$ cat config.mk
export PLATFORM = sky130hd
export DESIGN_NAME = encoder_sequencer
export DESIGN_NICKNAME = d
export VERILOG_FILES = /design/src/rtl/encoder_pkg.sv /design/src/rtl/encoder_sequencer_slice_counter.sv /design/src/rtl/encoder_sequencer.sv
export SDC_FILE = /design/constraint.sdc
export NUM_CORES = 1
export LEC_CHECK = 0
export CORE_MARGIN = 5
export CORE_UTILIZATION = 40
export DETAILED_ROUTE_END_ITERATION = 10
export HOLD_SLACK_MARGIN = 0.12
export PLACE_DENSITY_LB_ADDON = 0.3
export SLEW_MARGIN = 20
export SYNTH_ARGS = -nofsm -noshare
export SYNTH_HDL_FRONTEND = slang
export SYNTH_SLANG_ARGS = --single-unit
export TNS_END_PERCENT = 1
$ cat constraint.sdc
create_clock -name clk -period 2 [get_ports clk]
set_input_delay 0.4 -clock clk [delete_from_list [all_inputs] [get_ports clk]]
set_output_delay 0.4 -clock clk [all_outputs]
set_load 0.02 [all_outputs]
$ cat src/rtl/encoder_pkg.sv
// encoder_pkg: shared state encoding and default sizing for the encoder sequencer
package encoder_pkg;
  localparam int LINES_DEF = 64;
  localparam int IDX_W_DEF = 6;
  localparam int TIMEOUT_DEF = 1024;
  localparam logic [2:0] S_IDLE = 3'd0;
  localparam logic [2:0] S_LOAD = 3'd1;
  localparam logic [2:0] S_LOAD_TAIL = 3'd2;
  localparam logic [2:0] S_CALC = 3'd3;
  localparam logic [2:0] S_STORE = 3'd4;
  localparam logic [2:0] S_FIN = 3'd5;
  typedef enum logic [2:0] {
    IDLE = S_IDLE,
    LOAD = S_LOAD,
    LOAD_TAIL = S_LOAD_TAIL,
    CALC = S_CALC,
    STORE = S_STORE,
    FIN = S_FIN
  } state_t;
endpackage

$ cat src/rtl/encoder_sequencer_slice_counter.sv
// slice_counter: slice index down-counter with load to LINES-1 and terminal count at zero
module slice_counter #(
  parameter int LINES = 64,
  parameter int IDX_W = 6
) (
  input  logic             clk,
  input  logic             rst,
  input  logic             load,
  input  logic             en,
  output logic [IDX_W-1:0] q,
  output logic             co
);
  localparam logic [IDX_W-1:0] TOP = IDX_W'(LINES - 1);
  // load has priority over decrement; reset parks the index at the top slice
  always_ff @(posedge clk)
    if (!rst) q <= TOP;
    else if (load) q <= TOP;
    else if (en) q <= q - 1'b1;
  assign co = q == '0;
endmodule

$ cat src/rtl/encoder_sequencer.sv
// encoder_sequencer: sequences load, compute and store of one 64-slice encoder pass
module encoder_sequencer
  import encoder_pkg::*;
#(
  parameter int LINES = LINES_DEF,
  parameter int IDX_W = IDX_W_DEF,
  parameter int TIMEOUT = TIMEOUT_DEF
) (
  input  logic             clk,
  input  logic             rst,
  input  logic             start,
  input  logic             calc_done,
  output logic [IDX_W-1:0] slice_idx,
  output logic             rd_en,
  output logic             ld_en,
  output logic             calc_start,
  output logic             mux_sel,
  output logic             wr_en,
  output logic             busy,
  output logic             done,
  output logic             error
);
  localparam int TO_W = $clog2(TIMEOUT + 1);
  state_t state, nxt;
  logic [TO_W-1:0] to_cnt;
  logic co, accept, timeout, cnt_en, cnt_load;
  assign accept = state == IDLE && start;
  assign timeout = state == CALC && !calc_done && to_cnt == TO_W'(TIMEOUT - 1);
  assign cnt_en = state == LOAD || state == STORE;
  assign cnt_load = accept || (cnt_en && co);
  slice_counter #(.LINES(LINES), .IDX_W(IDX_W)) u_slice (
    .clk(clk),
    .rst(rst),
    .load(cnt_load),
    .en(cnt_en),
    .q(slice_idx),
    .co(co)
  );
  // next-state: each phase advances on its terminal condition
  always_comb begin
    nxt = state;
    case (state)
      IDLE: nxt = start ? LOAD : IDLE;
      LOAD: nxt = co ? LOAD_TAIL : LOAD;
      LOAD_TAIL: nxt = CALC;
      CALC: nxt = calc_done ? STORE : timeout ? IDLE : CALC;
      STORE: nxt = co ? FIN : STORE;
      FIN: nxt = IDLE;
      default: nxt = IDLE;
    endcase
  end
  // state register
  always_ff @(posedge clk)
    if (!rst) state <= IDLE;
    else state <= nxt;
  // CALC cycle counter, cleared whenever the FSM is outside CALC
  always_ff @(posedge clk)
    if (!rst) to_cnt <= '0;
    else to_cnt <= state == CALC ? to_cnt + 1'b1 : '0;
  // registered outputs decoded from the upcoming state so they align with it
  always_ff @(posedge clk)
    if (!rst) begin
      rd_en <= 1'b0;
      ld_en <= 1'b0;
      calc_start <= 1'b0;
      mux_sel <= 1'b0;
      wr_en <= 1'b0;
      busy <= 1'b0;
      done <= 1'b0;
      error <= 1'b0;
    end else begin
      rd_en <= nxt == LOAD;
      ld_en <= rd_en;
      calc_start <= state == LOAD_TAIL;
      mux_sel <= nxt == STORE;
      wr_en <= nxt == STORE;
      busy <= nxt != IDLE;
      done <= nxt == FIN;
      error <= accept ? 1'b0 : timeout ? 1'b1 : error;
    end
endmodule

# --- After elaboration in Yosys (flattened, before gate mapping) ---
# Index checks and enable logic that the tools add are counted.
word_totals:
  reg_bits: 27
  inputBits: 4
  out_inout_bits: 14
  elab_cells: 40
op_classes:
  add_sub_neg: 2
  eq_ne: 8
  muxes: 6
  bitwise: 1
  reduce_logical: 13
ops:
  columns: ["operator", "count"]
  rows:
  - ["3-bit one-hot mux with 5 select lines", 1]
  - ["11-bit by 1-bit adder with 11-bit output (second input constant)", 1]
  - ["11-bit by 10-bit == test with 1-bit output (second input constant)", 1]
  - ["3-bit == test (second input constant)", 3]
  - ["3-bit by 1-bit == test with 1-bit output (second input constant)", 2]
  - ["3-bit by 2-bit == test with 1-bit output (second input constant)", 2]
  - ["6-bit zero test", 1]
  - ["6-bit by 1-bit subtractor with 6-bit output (second input constant)", 1]
  - ["1-bit logical AND", 4]
  - ["2-bit two-way mux", 2]
  - ["2-bit OR reduction", 2]
  - ["3-bit zero test", 1]
  - ["3-bit two-way mux", 1]
  - ["3-bit nonzero test", 1]
  - ["1-bit logical OR", 2]
  - ["1-bit two-way mux", 2]
  - ["2-bit AND reduction", 1]
  - ["1-bit zero test", 1]
  - ["1-bit NOT", 1]

# --- Longest topological paths before layout ---
# Gate-level depths: netlist of the first run.
logic_depth:
  word_depth: 7
  ltp_mapped: 6
  depth_no_buf: 6

# --- Modules after synthesis ---
# From an unflattened synthesis of the first run, not the netlist that was laid out.
unflattened:
  cells_unflattened: 129
  hier_area_um2: 1221.2
modules_own_cells:
  columns: ["mod", "instances", "cells_each", "area_each_um2", "seq_area_each_um2"]
  rows:
  - ["encoder_sequencer", 1, 98, 925.9, 420.4]
  - ["slice_counter", 1, 31, 295.3, 120.1]

# --- Worst setup path after synthesis of the first run ---
# OpenSTA, ideal clock, no wires.
synth_timing:
  kind: "reg-to-reg"
  start: "register u_slice.q[0]"
  end: "register done"
  setup_time_ps: 70
  t_arrival_ps: 1498
  t_required_ps: 1930
  setup_slack_ps: 432
  path_stages_with_launch: 7
  n_path_buf: 0
  period_less_slack_ps: 1568
  cell_sequence: "dfxtp_1 inv_1 ha_1 or3b_1 and4bb_1 nor2_2 a21oi_1"
synth_via:
  elab_chain_cells: 4
  elab_cells_between_ends: 5
  cone_classes: "1 x eq/ne; 3 x mux; 1 x reduce/logical"
synth_rtl:
  columns: ["item", "line", "text"]
  rows:
  - ["start: declaration", "encoder_sequencer_slice_counter.sv:10", "output logic [IDX_W-1:0] q,"]
  - ["start signal: assignment", "encoder_sequencer_slice_counter.sv:18", "else if (en) q <= q - 1'b1;"]
  - ["6-bit zero test *", "encoder_sequencer_slice_counter.sv:19", "assign co = q == '0;"]
  - ["1-bit two-way mux / 2-bit two-way mux (equally long branches)", "encoder_sequencer.sv:47, encoder_sequencer.sv:44", null]
  - ["3-bit one-hot mux with 5 select lines *", "encoder_sequencer.sv:42", "case (state)"]
  - ["3-bit == test *", "encoder_sequencer.sv:78", "done <= nxt == FIN;"]
  - ["end signal: assignment", "encoder_sequencer.sv:69", "done <= 1'b0;"]
  - ["end signal: assignment", "encoder_sequencer.sv:78", null]
  - ["end: declaration", "encoder_sequencer.sv:20", "output logic done,"]
# Mark *: on every way between the ends. The rest lies on a longest branch, timed or not.
# A chain may end at the register's enable or synchronous reset.

# --- Worst setup path in the final report of the first run ---
layout_timing:
  start: "register u_slice.q[4]"
  end: "output slice_idx[4]"
layout_lines:
  columns: ["item", "line", "text"]
  rows:
  - ["end: declaration", "encoder_sequencer.sv:13", "output logic [IDX_W-1:0] slice_idx,"]
# No word-level cell between the ends.

==> results of run 1 <==
-- Yosys cell counts, drive strengths merged, types with 2 or more instances --
cell type	count
nor2	17
ha	2
o21ai	4
nand3	5
a21oi	4
xnor2	6
xor2	8
and4	2
nand4	4
nand2	8
buf	5
nor4	2
dfxtp	27
nor3	6
inv	6
and3	4
-- cell type report --
cell class	instances	area share (%)
tap	31	2.78
sequential	27	38.7
timing repair buffer	18	12.7
clock buffer	4	1.88
multi-input combinational	88	42.2
inverter	6	1.61
-- per-layer routing --
metal | GRT usage [%] | vias up
met1 | 13.7 | 433
li1 | - | 479
met4 | 3.56 | 0
met2 | 18.8 | 28
met5 | 0 | -
met3 | 5.25 | 0
-- layout by cell type, fill, tap and decap left out, types with 2 or more instances in the layout --
cell	netlist	final
sky130_fd_sc_hd__and4_1	2	2
sky130_fd_sc_hd__dfxtp_1	27	27
sky130_fd_sc_hd__nor2_1	16	16
sky130_fd_sc_hd__nor3_1	5	5
sky130_fd_sc_hd__o21ai_0	4	4
sky130_fd_sc_hd__xnor2_1	5	5
sky130_fd_sc_hd__nand4_1	4	4
sky130_fd_sc_hd__nand3_1	5	5
sky130_fd_sc_hd__clkdlybuf4s50_1	0	17
sky130_fd_sc_hd__nand2_1	8	8
sky130_fd_sc_hd__and3_1	3	3
sky130_fd_sc_hd__clkbuf_4	0	3
sky130_fd_sc_hd__a21oi_1	4	4
sky130_fd_sc_hd__xor2_1	8	8
sky130_fd_sc_hd__inv_1	6	6
sky130_fd_sc_hd__ha_1	2	2
-- sequential cells by signal, summed over array words and instances, names as in the netlist --
register and count:
state 3, rd_en 1, ld_en 1, to_cnt 11
error 1, busy 1, wr_en 1, u_slice.q 6
done 1, calc_start 1
-- power by group through the flow --
stage	Clock (mW)	Combinational [mW]	Sequential [mW]
floorplan	0	0.0313	0.573
global placement	0	0.0698	0.565
detailed placement	0	0.0711	0.565
CTS	0.243	0.0713	0.554
global route	0.264	0.0765	0.555
finish	0.234	0.0705	0.554
-- per-stage QoR --
step                area (sq um)  utilization [%]  instances  worst slack [ns]
global placement            1370             49.2        170             0.254
floorplan                   1180                -        126             0.432
detailed placement          1370             49.2        170             0.198
global route                1400             50.2        174             0.115
CTS                         1400             50.2        174             0.171
finish                      1400             50.2        174             0.184
-- logic make-up after synthesis --
logic type	synth area share, %
buffers and inverters	4.24
AO/OA/AOI/OAI	10.6
adder cells (fa/ha/maj)	2.12
XOR/XNOR	11.0
flip-flops	45.8
AND/OR/NAND/NOR	26.2
-- path summary, 6_finish.rpt --
kind | start | endpoint | slack [ns] | depth (start not counted)
worst max-delay path | u_slice.q[4] | slice_idx[4] | 0.18 | 1
worst min-delay path | rd_en | ld_en | 0.48 | 1
worst max register to register | u_slice.q[0] | done | 0.36 | 6
worst min register to register | rd_en | ld_en | 0.48 | 1
==> run summary, run 1 <==
Worst hold slack after final layout: 0.484 ns
HPWL after DPL: 1690 um
Residual DRC count: 0
Number of H-tree levels: 1
Type of the tightest min-delay check: flop to flop
Slew margin rel.: 62.6%
Top area cells in the synthesized netlist: sky130_fd_sc_hd__dfxtp_1 (46%), sky130_fd_sc_hd__xor2_1 (5.9%), sky130_fd_sc_hd__nor2_1 (5.1%)
GR Overflow Total: 0
Total net switching power: 0.199 mW
Share of final-layout standard cells stronger than drive strength 1: 8.39%
Max-capacitance violation count: 0
Clk network pwr share: 27.2%
Clock-pin slew reported for the worst setup and hold paths after clock tree synthesis: 0.14 ns
Post-Synthesis Cells: 126
Post-CTS Setup Inserts: 0
1st-pass router iterations: 4
Required time of the critical path: 1.60 ns
Critical path, cell by cell: clkdlybuf4s50_1
Pwr Total: 0.858 mW
Root buffer selected by CTS: sky130_fd_sc_hd__clkbuf_4
Max VDD drop: 0.513 mV
Cell area after synthesis: 1180 sq um
Placeable core area: 2780 sq um
DRT met1 WL: 1040 um
Count of boundary I/O pins: 18
Kind of cell with the highest combined delay on the critical path: buffers and inverters
Setup Crit Path Kind: flop to primary output
Portion of total power attributed to combinational logic: 8.2%
Filler instances: 271
Number of vias per cell: 5.40
Wire length of the first global-routing pass: 3970 um
Area share of the largest cell type after synthesis: 45.8%
Number of cell rows: 19
Critical Path AT: 1.42 ns
Top achievable clock speed: 551 MHz
Top sig layer: met3
Max-slew violations: 0
Hold buffer count at cts: 0
Number of violations reported at the end of detailed-routing iteration 0: 44
Setup repair after global routing missed its margin: no
Switching share of power: 23.2%
Reg area: 541 sq um
Number of synthesized register bits: 27
Vias in the first global route: 942
Register share of total power: 64.5%
Setup skew after layout: 0.00861 ns
Worst-path fanout max: 5
Total Routing Usage GR: 11.6%
Least-Margin Pin Slew: 0.560 ns
Final wirelength: 2270 um
Slowest Stage Delay on Critical Path: 0.64 ns
Shortest clock period the worst path allows after layout: 1.82 ns
Mean area per synthesized cell: 9.36 sq um
Number of cells upsized or downsized after cts: 0
Sequential area share after synthesis: 45.8%
Critical Path Slowest Stage Cell: sky130_fd_sc_hd__clkdlybuf4s50_1
Proportion of synthesized flip-flops having asynchronous set or reset: 0%
Ys Warns: 0
Buf+Inv Stages, Crit Path: 1
Total Nets Final: 150
Number of buffers created by CTS: 3
Routed wl met2: 1060 um
Maximum number of pins on one net before global-route repair: 17
X dimension of the die: 64.3 um
Number of antenna violations at the first check in global routing: 0
Per-cell routed wire length: 13.0 um
Sum of met3 wire segment lengths after detailed routing: 172 um
Cell taking the most area after synthesis: sky130_fd_sc_hd__dfxtp_1
Total die area: 4140 sq um
Vertical die dimension: 64.3 um
Outcome: completed
Final antenna diode count: 0
Synth Flop Type: sky130_fd_sc_hd__dfxtp_1
Pleak: 0.503 nW
Area taken by multi-input logic gates: 589 sq um
Distinct cells, synth: 38
Fraction of the cycle the final worst path needs: 90.8%
Total Neg Setup Slack: 0 ns
Power per Cell Area: 615 nW/um^2
Critical Path Sink Type: primary output
PortBufs: 17
Internal power contribution: 0.659 mW
Total number of vias: 940
Antenna Violating Nets Remaining: 0
Number of enable flip-flop cells after synthesis: 0
Area added between synthesis and finish: 18.2%
CTS tree: built
Final Wtd Congestion: 0.904
Mapped Nets: 132
Starting utilization of the core area: 42.4%
Longest Clk Path Bufs: 2
Insertion delay to the later sink of the worst-skew pair: 0.33 ns
Startpoint type of the worst setup path: flop
Setup-failing EPs final: 0
Final Hold Fails: 0
Number of clock sinks: 27
(Power assumes the default switching activity.)
==> run 2: changes to the inputs <==
==> constraint.sdc (replaced) <==
create_clock -name clk -period 2 [get_ports clk]
set_input_delay 0.6 -clock clk [delete_from_list [all_inputs] [get_ports clk]]
set_output_delay 0.6 -clock clk [all_outputs]
set_load 0.02 [all_outputs]
==> run 2 against run 1 <==
Effect of this change:
- sequential share of layout area fell by 0.55 points
- critical path depth did not move
- non-clock buffer count is 3 higher
- fmax fell by 5.6%
- worst hold slack got worse by 0.0025 ns
- clock skew down 0.0026 ns
- routed wire length is 2.9% higher
- register-to-register slack got worse by 0.05 ns
- global-route usage increased by 0.23 points
- critical path type unchanged
- critical endpoint is now slice_idx[1]
- largest cell class unchanged
- highest routed layer is now met4
==> run summary, run 2 (synthesis results as in run 1) <==
Outcome: completed
Top achievable clock speed: 520 MHz (-5.6%)
Total Routing Usage GR: 11.8% (+0.23 points)
Total Neg Setup Slack: 0 ns (unchanged)
Register share of total power: 64.6% (about the same)
Area added between synthesis and finish: 19.9%
Slowest Stage Delay on Critical Path: 0.62 ns (-0.02 ns)
Critical Path Sink Type: primary output
Final wirelength: 2330 um (+2.9%)
Kind of cell with the highest combined delay on the critical path: buffers and inverters
Filler instances: 248 (-8.5%)
Setup Crit Path Kind: flop to primary output
Layout Utilization: 50.9% (+0.72 points)
Worst r2r src: u_slice.q[0]
Number of H-tree levels: 1 (unchanged)
Commonest cells after routing, fill and taps aside: sky130_fd_sc_hd__dfxtp_1 (27), sky130_fd_sc_hd__nor2_1 (16), sky130_fd_sc_hd__clkdlybuf4s50_1 (12), sky130_fd_sc_hd__nand2_1 (8), sky130_fd_sc_hd__xor2_1 (8)
Number of antenna violations at the first check in global routing: 0 (unchanged)
Critical Path Stages: 1 (unchanged)
Setup skew after layout: 0.00604 ns (-0.00256 ns)
Critical Path Slowest Stage Cell: sky130_fd_sc_hd__clkdlybuf4s50_1
Startpoint type of the worst setup path: flop
Max VDD drop: 0.635 mV (+24%)
Insertion delay to the later sink of the worst-skew pair: 0.32 ns (about the same)
Number of cell rows: 19 (unchanged)
Launch instance of the worst min-delay path: rd_en
Clock-pin slew reported for the worst setup and hold paths after clock tree synthesis: 0.14 ns (about the same)
Commonest non-fill, non-tap cell in the layout: sky130_fd_sc_hd__dfxtp_1
Setup slack of the worst register-to-register path: 0.31 ns (-0.05 ns)
Internal power contribution: 0.661 mW (+0.28%)
Pleak: 0.511 nW (+1.7%)
CTS tree: built
Residual DRC count: 0 (unchanged)
Critical Path AT: 1.32 ns (-0.10 ns)
Antenna Violating Nets Remaining: 0 (unchanged)
Slew margin rel.: 72.5% (+9.9 points)
Placeable core area: 2780 sq um (unchanged)
Flip-flop count of the largest register, all copies and words added: 11 (unchanged)
Number of buffers created by CTS: 3 (unchanged)
Setup repair after global routing missed its margin: no
Wire length of the first global-routing pass: 4060 um (+2.3%)
Longest Clk Path Bufs: 2 (unchanged)
Largest registers in the final layout: to_cnt: 11 flops, u_slice.q: 6 flops, state: 3 flops
Vertical die dimension: 64.3 um (unchanged)
Per-cell routed wire length: 13.2 um (+1.1%)
Area taken by multi-input logic gates: 589 sq um (unchanged)
Least-Margin Pin Slew: 0.412 ns (-0.148 ns)
Total die area: 4140 sq um (unchanged)
Power per Cell Area: 605 nW/um^2 (-1.5%)
Buf+Inv Stages, Crit Path: 1 (unchanged)
Start point of the critical path: u_slice.q[1]
Reg area: 541 sq um (unchanged)
Final antenna diode count: 0 (unchanged)
Number of violations reported at the end of detailed-routing iteration 0: 33 (-25%)
Starting utilization of the core area: 42.4% (unchanged)
Type of the tightest min-delay check: flop to flop
Portion of total power attributed to combinational logic: 8.6% (+0.4 points)
HPWL after DPL: 1810 um (+6.9%)
Shortest clock period the worst path allows after layout: 1.92 ns (+0.107 ns)
Pwr Total: 0.857 mW (-0.14%)
Register ranked first by flip-flop count: to_cnt
Max-slew violations: 0 (unchanged)
Fraction of the cycle the final worst path needs: 96.2% (+5.4 points)
Maximum number of pins on one net before global-route repair: 15 (-2)
PortBufs: 17 (unchanged)
Share of final-layout standard cells stronger than drive strength 1: 10.3% (+1.9 points)
Max-capacitance violation count: 0 (unchanged)
Number of clock sinks: 27 (unchanged)
Hold buffer count at cts: 0 (unchanged)
Cell count of the worst reg-to-reg path: 6 (unchanged)
Root buffer selected by CTS: sky130_fd_sc_hd__clkbuf_4
Switching share of power: 22.9% (-0.32 points)
Final Wtd Congestion: 0.882 (-2.5%)
1st-pass router iterations: 4 (unchanged)
Required time of the critical path: 1.40 ns (-0.20 ns)
Total number of vias: 979 (+4.1%)
X dimension of the die: 64.3 um (unchanged)
Worst-path fanout max: 4 (-1)
Setup-failing EPs final: 0 (unchanged)
Clk network pwr share: 26.8% (-0.4 points)
Final Hold Fails: 0 (unchanged)
Count of boundary I/O pins: 18 (unchanged)
Total Nets Final: 153 (+2.0%)
GR Overflow Total: 0 (unchanged)
Capturing point of the worst reg2reg path: done
Capture point of the critical path: slice_idx[1]
Total net switching power: 0.196 mW (-1.5%)
Critical path, cell by cell: clkdlybuf4s50_1
Vias in the first global route: 942 (unchanged)
Number of vias per cell: 5.53 (+2.4%)
==> run 2: cell types whose count changed in the layout (fill, tap and decap cells not counted), sizes merged <==
cell,delta
clkdlybuf4s50,-5
dlygate4sd2,+4
dlymetal6s2s,+1
buf,+3
==> run 2: layer usage <==
layer  wire length [um]  GRT usage, %  part of all wire (%)
met1               1040          14.0                    44
met4                 13          2.80                  0.56
met2               1140          20.3                    49
met3                144          4.20                   6.2
met5                  0             0                     0
==> run 2: worst min path at each step <==
stage | cells after the start | slack, ns | end
after floorplan | 1 | 0.45 | to_cnt[0]
after global placement | 1 | 0.46 | ld_en
after detailed placement | 1 | 0.45 | ld_en
after CTS | 1 | 0.48 | ld_en
after global routing | 1 | 0.50 | ld_en
final | 1 | 0.48 | ld_en
==> run 2: layout make-up <==
| cell class | instances | share of cell area, % |
|---|---|---|
| clock buffers | 4 | 1.86 |
| flip-flops and latches | 27 | 38.2 |
| multi-input cells | 88 | 41.6 |
| inverters | 6 | 1.59 |
| well taps | 31 | 2.74 |
| repair buffers | 21 | 14.0 |
==> run 2: power groups by stage <==
stage,logic [mW],registers (mW),clock network (mW)
after floorplan,0.0313,0.573,0
after global placement,0.0727,0.565,0
after detailed placement,0.0739,0.565,0
after CTS,0.0742,0.554,0.241
after global routing,0.0804,0.555,0.262
final,0.0739,0.554,0.229
==> run 2: per-stage QoR <==
stage	worst slack [ns]	instances	hold WS (ns)	instance area (sq um)
2_1_floorplan	0.432	126	0.453	1180
3_3_place_gp	0.115	173	0.456	1390
3_5_place_dp	0.00229	173	0.452	1390
4_1_cts	0.0391	177	0.485	1410
5_1_grt	0.00935	177	0.498	1420
6_report	0.0767	177	0.481	1420
==> run 2: timing repair <==
item,4_1_cts,5_1_grt
resized for setup,4,1
endpoints found under the setup margin,4,1
setup buffers,0,0
==> run 3: changes to the inputs <==
==> constraint.sdc (replaced) <==
create_clock -name clk -period 2.09 [get_ports clk]
set_input_delay 0.627 -clock clk [delete_from_list [all_inputs] [get_ports clk]]
set_output_delay 0.627 -clock clk [all_outputs]
set_load 0.02 [all_outputs]
==> run 3 against run 2 <==
Effect of this change:
- global-route usage grew 0.11 points
- via count shrank 4.1%
- clock skew grew 0.0096 ns
- largest cell class unchanged
- die area is the same
- register-to-register slack gained 0.17 ns
- worst hold slack gained 0.0077 ns
- non-clock buffer count shrank 2
- first-iteration DRC count grew to 2.6 times the previous value
- routed wire length shrank 5.2%
- worst setup slack gained 0.036 ns
- sequential power shrank 4.3%
- combinational power shrank 7.2%
==> run summary, run 3 (synthesis results as in run 1) <==
Flip-flop count of the largest register, all copies and words added: 11 (unchanged)
Launch instance of the worst min-delay path: rd_en
Worst hold stages: 1 (unchanged)
Largest registers in the final layout: to_cnt: 11 flops, u_slice.q: 6 flops, state: 3 flops
Total number of vias: 939 (-4.1%)
Critical Path Slowest Stage Cell: sky130_fd_sc_hd__clkdlybuf4s50_1
Number of violations reported at the end of detailed-routing iteration 0: 85 (+160%)
Setup repair after global routing missed its margin: no
Critical path, cell by cell: clkdlybuf4s50_1
X dimension of the die: 64.3 um (unchanged)
Insertion delay to the later sink of the worst-skew pair: 0.32 ns (about the same)
Post-CTS Setup Inserts: 0 (unchanged)
Number of clock sinks: 27 (unchanged)
Area added between synthesis and finish: 19.7%
Slowest Stage Delay on Critical Path: 0.62 ns (about the same)
HPWL after DPL: 1680 um (-7.1%)
Buf+Inv Stages, Crit Path: 1 (unchanged)
Placeable core area: 2780 sq um (unchanged)
Longest Clk Path Bufs: 2 (unchanged)
Setup skew after layout: 0.0157 ns (+0.00963 ns)
Final Wtd Congestion: 0.826 (-6.3%)
Cell count of the worst reg-to-reg path: 6 (unchanged)
Total Nets Final: 151 (-1.3%)
Residual DRC count: 0 (unchanged)
Number of vias per cell: 5.37 (-3.0%)
Least-Margin Pin Slew: 0.548 ns (+0.136 ns)
Startpoint type of the worst setup path: flop
GR Overflow Total: 0 (unchanged)
Vertical die dimension: 64.3 um (unchanged)
1st-pass router iterations: 4 (unchanged)
Placed Area: 1380 sq um (-1.1%)
Setup-failing EPs final: 0 (unchanged)
Maximum number of pins on one net before global-route repair: 17 (+2)
Commonest cells after routing, fill and taps aside: sky130_fd_sc_hd__dfxtp_1 (26), sky130_fd_sc_hd__nor2_1 (16), sky130_fd_sc_hd__clkdlybuf4s50_1 (14), sky130_fd_sc_hd__nand2_1 (8), sky130_fd_sc_hd__xor2_1 (8)
Fraction of the cycle the final worst path needs: 94.6%
Top achievable clock speed: 506 MHz
Worst-path fanout max: 4 (unchanged)
Number of antenna violations at the first check in global routing: 0 (unchanged)
Pwr Total: 0.819 mW (-4.4%)
Power per Cell Area: 579 nW/um^2 (-4.3%)
Total Routing Usage GR: 11.9% (+0.11 points)
Commonest non-fill, non-tap cell in the layout: sky130_fd_sc_hd__dfxtp_1
CTS tree: built
Final antenna diode count: 0 (unchanged)
Count of placed standard cells including taps: 171 (-1.2%)
Outcome: completed
Shortest clock period the worst path allows after layout: 1.98 ns
Share of final-layout standard cells stronger than drive strength 1: 10.4% (+0.14 points)
Pleak: 0.509 nW (-0.53%)
Number of cell rows: 19 (unchanged)
Root buffer selected by CTS: sky130_fd_sc_hd__clkbuf_4
Number of buffers created by CTS: 3 (unchanged)
Max-capacitance violation count: 0 (unchanged)
Type of the tightest min-delay check: flop to flop
Number of H-tree levels: 1 (unchanged)
Post-layout instance area: 1410 sq um (-0.18%)
Count of boundary I/O pins: 18 (unchanged)
Required time of the critical path: 1.46 ns (+0.06 ns)
Slew margin rel.: 63.4% (-9.1 points)
Setup Crit Path Kind: flop to primary output
Clock-pin slew reported for the worst setup and hold paths after clock tree synthesis: 0.15 ns (about the same)
Per-cell routed wire length: 12.6 um (-4.1%)
Register ranked first by flip-flop count: to_cnt
Vias in the first global route: 916 (-2.8%)
Max VDD drop: 0.567 mV (-11%)
Total Neg Setup Slack: 0 ns (unchanged)
Critical Path AT: 1.35 ns (+0.03 ns)
Capturing point of the worst reg2reg path: state[0]
Total die area: 4140 sq um (unchanged)
Destination of the worst hold path: ld_en
Final Hold Fails: 0 (unchanged)
Hold buffer count at cts: 0 (unchanged)
Antenna Violating Nets Remaining: 0 (unchanged)
Final wirelength: 2210 um (-5.2%)
Critical Path Sink Type: primary output
Max-slew violations: 0 (unchanged)
Worst r2r src: u_slice.q[1]
Kind of cell with the highest combined delay on the critical path: buffers and inverters
PortBufs: 17 (unchanged)
Final std cells w/o fill: 175 (-1.1%)
Setup slack of the worst register-to-register path: 0.48 ns (+0.17 ns)
Wire length of the first global-routing pass: 4060 um (unchanged)
Starting utilization of the core area: 42.4% (unchanged)
## run 3: cell types whose count changed in the layout (fill, tap and decap cells not counted), moves of 2 or more
cell                              delta
sky130_fd_sc_hd__buf_4               -2
sky130_fd_sc_hd__dlymetal6s2s_1      +2
sky130_fd_sc_hd__clkdlybuf4s50_1     +2
sky130_fd_sc_hd__dlygate4sd2_1       -4
## run 3: final cells by class
type | instances | area [sq um]
timing repair buffer | 19 | 193
clock inverter | 1 | 5.00
tap | 31 | 38.8
fill | 262 | 1370
sequential | 27 | 542
multi-input combinational | 88 | 589
inverter | 6 | 22.5
clock buffer | 3 | 22.5
## run 3: repair_timing
action / in CTS / in global routing
resized for setup: 0 / 4
hold endpoints to repair: 0 / 0
endpoints found under the setup margin: 0 / 4
## run 3: how the worst max path moves through the flow
stage,start,end,slack [ns],cells past startpoint
2_1_floorplan,u_slice.q[0],done,0.52,6
3_3_place_gp,start,done,0.16,5
3_5_place_dp,start,state[0],0.06,5
4_1_cts,u_slice.q[4],slice_idx[4],0.01,1
5_1_grt,u_slice.q[1],slice_idx[1],0.04,1
6_report,u_slice.q[1],slice_idx[1],0.11,1
## run 3: metal layers
layer	track usage (%)	wire length [um]
met5	0	0
met3	4.20	139
met1	15.1	1020
met4	3.31	16
met2	19.2	1040
## run 3: where the power goes
part	switching [mW]	internal (mW)	total (mW)	leakage, nW
combinational	0.0346	0.0340	0.0686	0.272
clock	0.149	0.0717	0.220	0.0177
sequential	0.00688	0.523	0.530	0.219
## run 3: stage by stage
| stage | util [%] | hold WS [ns] | setup slack, ns |
|---|---|---|---|
| 2_1_floorplan | - | 0.453 | 0.522 |
| 3_3_place_gp | 49.5 | 0.454 | 0.161 |
| 3_5_place_dp | 49.5 | 0.465 | 0.0649 |
| 4_1_cts | 50.5 | 0.501 | 0.0131 |
| 5_1_grt | 50.8 | 0.537 | 0.0413 |
| 6_report | 50.8 | 0.489 | 0.112 |
